### src/rtl/pipelined_adder_pkg.sv
// Shared types and elaboration helpers for the carry-pipelined adder/subtractor.
package pipelined_adder_pkg;

  typedef enum logic [1:0] {
    OP_ADD = 2'd0,
    OP_SUB = 2'd1,
    OP_ADC = 2'd2
  } op_t;

  // Number of chunk stages needed to cover the full operand width.
  function automatic int unsigned num_stages(input int unsigned width,
                                             input int unsigned chunk_width);
    return width / chunk_width;
  endfunction

  // True when the operand splits into a whole number (>= 1) of chunks.
  function automatic bit chunking_ok(input int unsigned width,
                                     input int unsigned chunk_width);
    return (chunk_width != 0) && (width >= chunk_width) && ((width % chunk_width) == 0);
  endfunction

endpackage

### src/rtl/pipelined_adder_stage.sv
// One chunk of the carry pipeline: registered chunk sum, carry out and valid.
module pipelined_adder_stage #(
  parameter int unsigned chunk_width = 16
) (
  input  logic                   clk,
  input  logic                   rst,
  input  logic                   en_i,
  input  logic                   valid_i,
  input  logic [chunk_width-1:0] a_i,
  input  logic [chunk_width-1:0] b_i,
  input  logic                   cin_i,
  output logic                   valid_o,
  output logic [chunk_width-1:0] sum_o,
  output logic                   cout_o
);

  logic [chunk_width:0]   sum_d;
  logic [chunk_width-1:0] sum_q;
  logic                   cout_q;
  logic                   valid_q;

  // Chunk add with one extra bit to catch the carry out.
  always_comb begin
    sum_d = {1'b0, a_i} + {1'b0, b_i} + (chunk_width + 1)'(cin_i);
  end

  // Stage registers advance only with the global pipeline enable.
  always_ff @(posedge clk or posedge rst) begin
    if (rst) begin
      valid_q <= 1'b0;
      sum_q   <= '0;
      cout_q  <= 1'b0;
    end else if (en_i) begin
      valid_q <= valid_i;
      sum_q   <= sum_d[chunk_width-1:0];
      cout_q  <= sum_d[chunk_width];
    end
  end

  assign valid_o = valid_q;
  assign sum_o   = sum_q;
  assign cout_o  = cout_q;

endmodule

### src/rtl/pipelined_adder.sv
// Carry-pipelined adder/subtractor: one chunk per stage, operand skew and
// result de-skew internal, valid/ready on both sides with a single advance.
// Optional signed-overflow output enabled by PIPELINED_ADDER_OVERFLOW_EN.
module pipelined_adder
  import pipelined_adder_pkg::*;
#(
  parameter int unsigned width       = 64,
  parameter int unsigned chunk_width = 16,
  parameter int unsigned tag_width   = 4
) (
  input  logic                 clk,
  input  logic                 rst,
  input  logic                 in_valid,
  output logic                 in_ready,
  input  logic [1:0]           in_op,
  input  logic [width-1:0]     in_lhs,
  input  logic [width-1:0]     in_rhs,
  input  logic                 in_cin,
  input  logic [tag_width-1:0] in_tag,
  output logic                 out_valid,
  input  logic                 out_ready,
  output logic [width-1:0]     out_res,
  output logic                 out_cout,
  output logic [tag_width-1:0] out_tag
`ifdef PIPELINED_ADDER_OVERFLOW_EN
  ,
  output logic                 out_ovf
`endif
);

  localparam int unsigned S  = num_stages(width, chunk_width);
  localparam int unsigned CW = chunk_width;

  if (!chunking_ok(width, chunk_width)) begin : g_bad_chunking
    $error("pipelined_adder: width must be a non-zero multiple of chunk_width");
  end
  if (tag_width < 1) begin : g_bad_tag
    $error("pipelined_adder: tag_width must be at least 1");
  end

  op_t              op;
  logic             advance;
  logic [width-1:0] rhs_eff;
  logic             cin0;

  logic [CW-1:0] st_a   [S];
  logic [CW-1:0] st_b   [S];
  logic [CW-1:0] st_sum [S];
  logic          st_cin [S];
  logic          st_cout[S];
  logic          st_vin [S];
  logic          st_vout[S];
  logic [CW-1:0] res_chunk[S];

  logic [tag_width-1:0] tag_q[S];

  assign op       = op_t'(in_op);
  assign advance  = !out_valid || out_ready;
  assign in_ready = advance;

  // SUB becomes lhs + ~rhs + 1 so every stage is a plain adder.
  always_comb begin
    rhs_eff = in_rhs;
    cin0    = 1'b0;
    case (op)
      OP_SUB: begin
        rhs_eff = ~in_rhs;
        cin0    = 1'b1;
      end
      OP_ADC:  cin0 = in_cin;
      default: cin0 = 1'b0;
    endcase
  end

  for (genvar k = 0; k < S; k++) begin : g_stage
    if (k == 0) begin : g_first
      assign st_a[k]   = in_lhs[CW-1:0];
      assign st_b[k]   = rhs_eff[CW-1:0];
      assign st_cin[k] = cin0;
      assign st_vin[k] = in_valid;
    end else begin : g_skew
      localparam int unsigned D = k;
      logic [CW-1:0] a_q[D];
      logic [CW-1:0] b_q[D];

      // Delay chunk k by k stages so it meets the carry from stage k-1.
      always_ff @(posedge clk or posedge rst) begin
        if (rst) begin
          for (int unsigned i = 0; i < D; i++) begin
            a_q[i] <= '0;
            b_q[i] <= '0;
          end
        end else if (advance) begin
          a_q[0] <= in_lhs[k*CW +: CW];
          b_q[0] <= rhs_eff[k*CW +: CW];
          for (int unsigned i = 1; i < D; i++) begin
            a_q[i] <= a_q[i-1];
            b_q[i] <= b_q[i-1];
          end
        end
      end

      assign st_a[k]   = a_q[D-1];
      assign st_b[k]   = b_q[D-1];
      assign st_cin[k] = st_cout[k-1];
      assign st_vin[k] = st_vout[k-1];
    end

    pipelined_adder_stage #(
      .chunk_width(CW)
    ) u_stage (
      .clk    (clk),
      .rst    (rst),
      .en_i   (advance),
      .valid_i(st_vin[k]),
      .a_i    (st_a[k]),
      .b_i    (st_b[k]),
      .cin_i  (st_cin[k]),
      .valid_o(st_vout[k]),
      .sum_o  (st_sum[k]),
      .cout_o (st_cout[k])
    );

    if (k == S - 1) begin : g_last
      assign res_chunk[k] = st_sum[k];
    end else begin : g_deskew
      localparam int unsigned D = S - 1 - k;
      logic [CW-1:0] r_q[D];

      // Hold result chunk k until the top chunk of the same operation lands.
      always_ff @(posedge clk or posedge rst) begin
        if (rst) begin
          for (int unsigned i = 0; i < D; i++) begin
            r_q[i] <= '0;
          end
        end else if (advance) begin
          r_q[0] <= st_sum[k];
          for (int unsigned i = 1; i < D; i++) begin
            r_q[i] <= r_q[i-1];
          end
        end
      end

      assign res_chunk[k] = r_q[D-1];
    end
  end

  // Tag rides alongside the operation through all S stages.
  always_ff @(posedge clk or posedge rst) begin
    if (rst) begin
      for (int unsigned i = 0; i < S; i++) begin
        tag_q[i] <= '0;
      end
    end else if (advance) begin
      tag_q[0] <= in_tag;
      for (int unsigned i = 1; i < S; i++) begin
        tag_q[i] <= tag_q[i-1];
      end
    end
  end

  // Reassemble the aligned result chunks into the output word.
  always_comb begin
    out_res = '0;
    for (int unsigned k = 0; k < S; k++) begin
      out_res[k*CW +: CW] = res_chunk[k];
    end
  end

  assign out_valid = st_vout[S-1];
  assign out_cout  = st_cout[S-1];
  assign out_tag   = tag_q[S-1];

`ifdef PIPELINED_ADDER_OVERFLOW_EN
  logic a_msb_q;
  logic b_msb_q;

  // Sign bits of the top chunk operands are registered with the final stage;
  // carry into the MSB is then a ^ b ^ sum at that bit.
  always_ff @(posedge clk or posedge rst) begin
    if (rst) begin
      a_msb_q <= 1'b0;
      b_msb_q <= 1'b0;
    end else if (advance) begin
      a_msb_q <= st_a[S-1][CW-1];
      b_msb_q <= st_b[S-1][CW-1];
    end
  end

  assign out_ovf = a_msb_q ^ b_msb_q ^ out_res[width-1] ^ out_cout;
`endif

endmodule

### config.mk
export PLATFORM = sky130hd
export DESIGN_NAME = pipelined_adder
export DESIGN_NICKNAME = d
export VERILOG_FILES = /design/src/rtl/pipelined_adder_pkg.sv /design/src/rtl/pipelined_adder_stage.sv /design/src/rtl/pipelined_adder.sv
export SDC_FILE = /design/constraint.sdc
export NUM_CORES = 1
export LEC_CHECK = 0
export CORE_ASPECT_RATIO = 1.5
export CORE_MARGIN = 2
export CORE_UTILIZATION = 30
export DETAILED_ROUTE_END_ITERATION = 10
export MAX_ROUTING_LAYER = met4
export PLACE_DENSITY = 0.49
export SLEW_MARGIN = 10
export SYNTH_ARGS = -nofsm -noshare
export SYNTH_HDL_FRONTEND = slang
export SYNTH_HIERARCHICAL = 1
export SYNTH_SLANG_ARGS = --single-unit
### constraint.sdc
create_clock -name clk -period 12.2 [get_ports clk]
set_input_delay 3.05 -clock clk [delete_from_list [all_inputs] [get_ports clk]]
set_output_delay 3.05 -clock clk [all_outputs]
set_load 0.02 [all_outputs]
After elaboration in Yosys (flattened, before gate mapping)
Index checks and enable logic that the tools add are counted.
Word-level totals
  register bits after elaboration: 376
  input bits: 139
  output and inout bits: 71
  word-level logic and storage cells: 49
Operators by class
  add/subtract/negate cells: 8
  eq/ne operators: 2
  muxes and demuxes: 2
  bitwise logic cells: 1
  reductions and logical operators: 2
Operator list (count)
  $add A16 B16 Y17: 4
  $add A17 B1 Y17: 4
  $mux W64: 1
  $not A64 Y64: 1
  $eq A2 B1 Y1 const B: 1
  $eq A2 B2 Y1 const B: 1
  $pmux W1 S2: 1
  $logic_not A1 Y1: 1
  $logic_or A1 B1 Y1: 1

Logic depth before layout (Yosys ltp)
  depth in word-level cells: 4
  gate-level depth with buffers: 14
  gate-level depth less buffers: 12

Cells and area by module
The synthesis kept the hierarchy.
Modules (own cells, without submodules)
  pipelined_adder: instances 1, cells an instance 757, area each 13249.0 um2, seq. area each 7607.3 um2
  pipelined_adder_stage at g_stage[2].u_stage ...: instances 2, cells an instance 151, area each 1468.9 um2, seq. area each 450.4 um2
  pipelined_adder_stage at g_stage[0].u_stage ...: instances 2, cells an instance 154, area each 1456.4 um2, seq. area each 450.4 um2

Worst setup path before layout
No wires, ideal clock.
  path type: input to output
  from: input out_ready
  to: output in_ready
  arrival: 3.632 ns
  data required time: 9.150 ns
  slack: 5.518 ns
  stages on the path: 4
  buffers on the path: 3
  cells stage by stage: nand2b_1 > buf_6 > buf_6 > buf_6
Between the ends
  longest elaborated chain between the ends: 1
RTL lines
  start, declared: RTL line pipelined_adder.sv:21  | input logic out_ready,
  $logic_or A1 B1 Y1: RTL line pipelined_adder.sv:58  | assign advance = !out_valid || out_ready;
  end, declared: RTL line pipelined_adder.sv:14  | output logic in_ready,
Every way passes these cells.

Worst setup path after layout
Same ends and word-level chain as after synthesis.

==> impl_metrics.json <==
{
  "power.density_nw_per_um2": 274,
  "synth_edf_count": 0,
  "io_buffers": 209,
  "vias": 10800,
  "path_class": "in2out",
  "fill_cells": 6115,
  "antenna_found_initial": 4,
  "p_sw_w": 0.00214,
  "hold_viol_final": 0,
  "clk_pin_slew_ns": 0.06,
  "grt.overflow.total": 0,
  "dieArea_um2": 65700,
  "fmax_ghz": 0.128,
  "post_cts_buffers": 0,
  "dp_hpwl_um": 28300,
  "htree_levels": 2,
  "reg2regPathDepth": 5,
  "num_rows": 113,
  "timing.final.crit_period_ns": 7.79,
  "p_int_w": 0.00413,
  "crit_chain": "clkdlybuf4s50_1 > nand2b_4 > clkdlybuf4s50_1",
  "cp_data_arrival_time_ns": 4.74,
  "io_pins": 210,
  "worstPathRequired_ns": 9.15,
  "fin_nets": 1742,
  "r2r_slack_ns": 8.24,
  "cts.sinks": 376,
  "wirelength_um": 40400,
  "yosys.area.top_type": "dfrtp_1",
  "busiest_layer": "met2",
  "total_power_w": 0.00627,
  "drc_errors": 0,
  "initial_core_util": 0.302,
  "timing.hold.ws_ns": 0.483,
  "critPathMaxFanout": 30,
  "drive_gt1_frac": 0.284,
  "regToRegEndpoint": "g_stage[3].u_stage/sum_o[5]",
  "rsz0062_at_grt": "no",
  "syn_inst": 1367,
  "die_h_um": 313,
  "start_kind": "input port",
  "clock_skew_ns": 0.0211,
  "fin_crit_sh": 0.638,
  "critPathMaxStageDelay_ns": 0.73,
  "cp-endpoint": "in_ready",
  "cts_resized": 0,
  "layout_setup_ws_ns": 4.41,
  "switching_share": 0.342,
  "pwr-share-comb": 0.456,
  "dr.pass1.iters": 4,
  "tns_ns": 0,
  "grtUsageTotal": 0.127,
  "yosys.cell_types.count": 56,
  "root_buffer": "clkbuf_16",
  "max-slew-margin-rel": 0.299,
  "vdd_drop_max_uv": 119,
  "grtUsageMet1": 0.160,
  "status": "complete, no violations",
  "dieWidth_um": 210,
  "core_area_um2": 63200,
  "hold_depth": 1,
  "synth_top_flop_cell": "dfrtp_1",
  "yosysSeqAreaShare": 0.493,
  "startpoint": "out_ready",
  "ys_top_cells_by_count": "dfrtp_1 (376), mux2_4 (249), mux2_2 (97), xor2_1 (80)",
  "ys_seq_elements": 376,
  "yosysMostFrequentCell": "dfrtp_1",
  "min_path_type": "reg2reg",
  "syn_nets": 1576,
  "cts_buffers": 41,
  "netlist.area_leader.share": 0.493,
  "syn_area_um2": 19100,
  "vias_per_cell": 4.55,
  "drt_iter0_markers": 398,
  "slowest_stage": "clkdlybuf4s50_1",
  "place.gp.congestion": 0.826,
  "place_ws_ns": 4.39,
  "use_met2": 0.201,
  "r2r-start": "g_stage[3].u_stage/valid_o",
  "p_leak_nw": 10.5,
  "cts.hold.buffers_added": 0,
  "ant_nets": 0,
  "syn2layout_area_growth_pct": 20.0,
  "worst_skew_pair.late_latency_ns": 0.58,
  "use_met3": 0.0274,
  "tritoncts": "yes",
  "synth-async-reset-ratio": 1.00,
  "cp_common_cell": "clkdlybuf4s50_1",
  "grt_first_pass_wirelength_um": 64700,
  "ys_warn_count": 6,
  "wl_per_cell_um": 17.0,
  "syn_area_per_cell_um2": 14.0,
  "max-cap-violations": 0,
  "clockBufferDepth": 3,
  "synthTopCellsByArea": "dfrtp_1 (49%), mux2_4 (20%), mux2_2 (5.7%)",
  "grt_max_degree": 123,
  "worstMarginPinSlew_ns": 1.05,
  "end_kind": "primary output",
  "power_frac_clock": 0.200,
  "seq_power_share": 0.345,
  "setup_viol": 0,
  "grt_pass1_vias": 11400,
  "slew_viol_final": 0
}
## layout make-up
cell class	instances	area, um2	area share
diodes	4	10.0	0.000437
clock buffers	59	1160	0.0508
clock inverters	14	185	0.00808
inverters	23	121	0.00530
multi-input cells	871	8840	0.386
flip-flops and latches	376	9410	0.411
well taps	805	1010	0.0440
repair buffers	220	2170	0.0949
## stage by stage
step | cell area (um2) | util | instances
final | 22900 | 0.363 | 2372
after global routing | 22900 | 0.363 | 2372
after CTS | 22900 | 0.362 | 2368
after detailed placement | 21600 | 0.341 | 2295
after global placement | 21600 | 0.341 | 2295
after floorplan | 19100 | - | 1367
## worst max-delay path, delay by kind of cell
family	cells	cell delay [ns]
buf+inv	2	1.19
simple gates	1	0.47
## layout by cell type (no fill, tap or decap), drive strengths merged, types with 4 or more instances in the layout
master / instances
a211oi: 8
a21o: 20
a21oi: 65
a221o: 8
a31o: 6
a31oi: 6
and3: 10
buf: 11
bufinv: 5
clkbuf: 59
clkdlybuf4s50: 209
clkinv: 6
clkinvlp: 4
dfrtp: 376
diode: 4
fa: 8
ha: 62
inv: 22
mux2: 352
mux2i: 8
nand2: 62
nand3: 6
nand4: 14
nor2: 39
nor2b: 4
nor3: 12
o211ai: 12
o21a: 4
o21ai: 22
o311ai: 4
o31ai: 6
xnor2: 24
xor2: 80
## registers in the layout (all words and copies together), names as in the netlist
register,count
out_res,32
g_stage.g_skew.b_q,96
out_tag,4
g_stage.u_stage/sum_o,64
g_stage.u_stage/cout_o,4
tag_q,12
g_stage.g_skew.a_q,96
g_stage.u_stage/valid_o,4
g_stage.g_deskew.r_q,64
## worst min path at each step
stage                            startpoint                           end
4_1_cts         g_stage[2].u_stage/sum_o[0]   g_stage[2].u_stage/sum_o[0]
2_1_floorplan  g_stage[2].u_stage/sum_o[14]  g_stage[2].u_stage/sum_o[14]
3_5_place_dp    g_stage[2].u_stage/sum_o[0]   g_stage[2].u_stage/sum_o[0]
3_3_place_gp     g_stage[2].u_stage/valid_o    g_stage[2].u_stage/valid_o
6_report        g_stage[2].u_stage/sum_o[0]   g_stage[2].u_stage/sum_o[0]
5_1_grt        g_stage[1].u_stage/sum_o[14]   g_stage[1].g_deskew.r_q[30]
## kinds of logic (layout without fill, tap and decap cells)
logic type / after synthesis / in the layout / share of synthesized area
compound gates: 183 / 183 / 0.0666
xor+xnor: 104 / 104 / 0.0477
fa+ha+maj: 70 / 70 / 0.0490
buf+inv: 120 / 316 / 0.0456
flops: 376 / 376 / 0.493
mux: 360 / 360 / 0.261
other cells: 0 / 4 / 0
simple gates: 154 / 154 / 0.0379
## power groups by stage
stage | clock, W | combinational [W] | sequential, W
finish | 0.00125 | 0.00286 | 0.00216
global route | 0.00135 | 0.00311 | 0.00224
CTS | 0.00131 | 0.00290 | 0.00218
detailed placement | 0 | 0.00288 | 0.00220
global placement | 0 | 0.00285 | 0.00219
floorplan | 0 | 0.00228 | 0.00212
## layer usage
| layer | up-vias | wire [um] | share of wire |
|---|---|---|---|
| li1 | 5198 | - | - |
| met1 | 5288 | 18300 | 0.45 |
| met2 | 221 | 18600 | 0.46 |
| met3 | 82 | 1880 | 0.047 |
| met4 | 0 | 1520 | 0.038 |
| met5 | - | 0 | 0 |
Note: power is estimated with default switching activity, not from simulation.
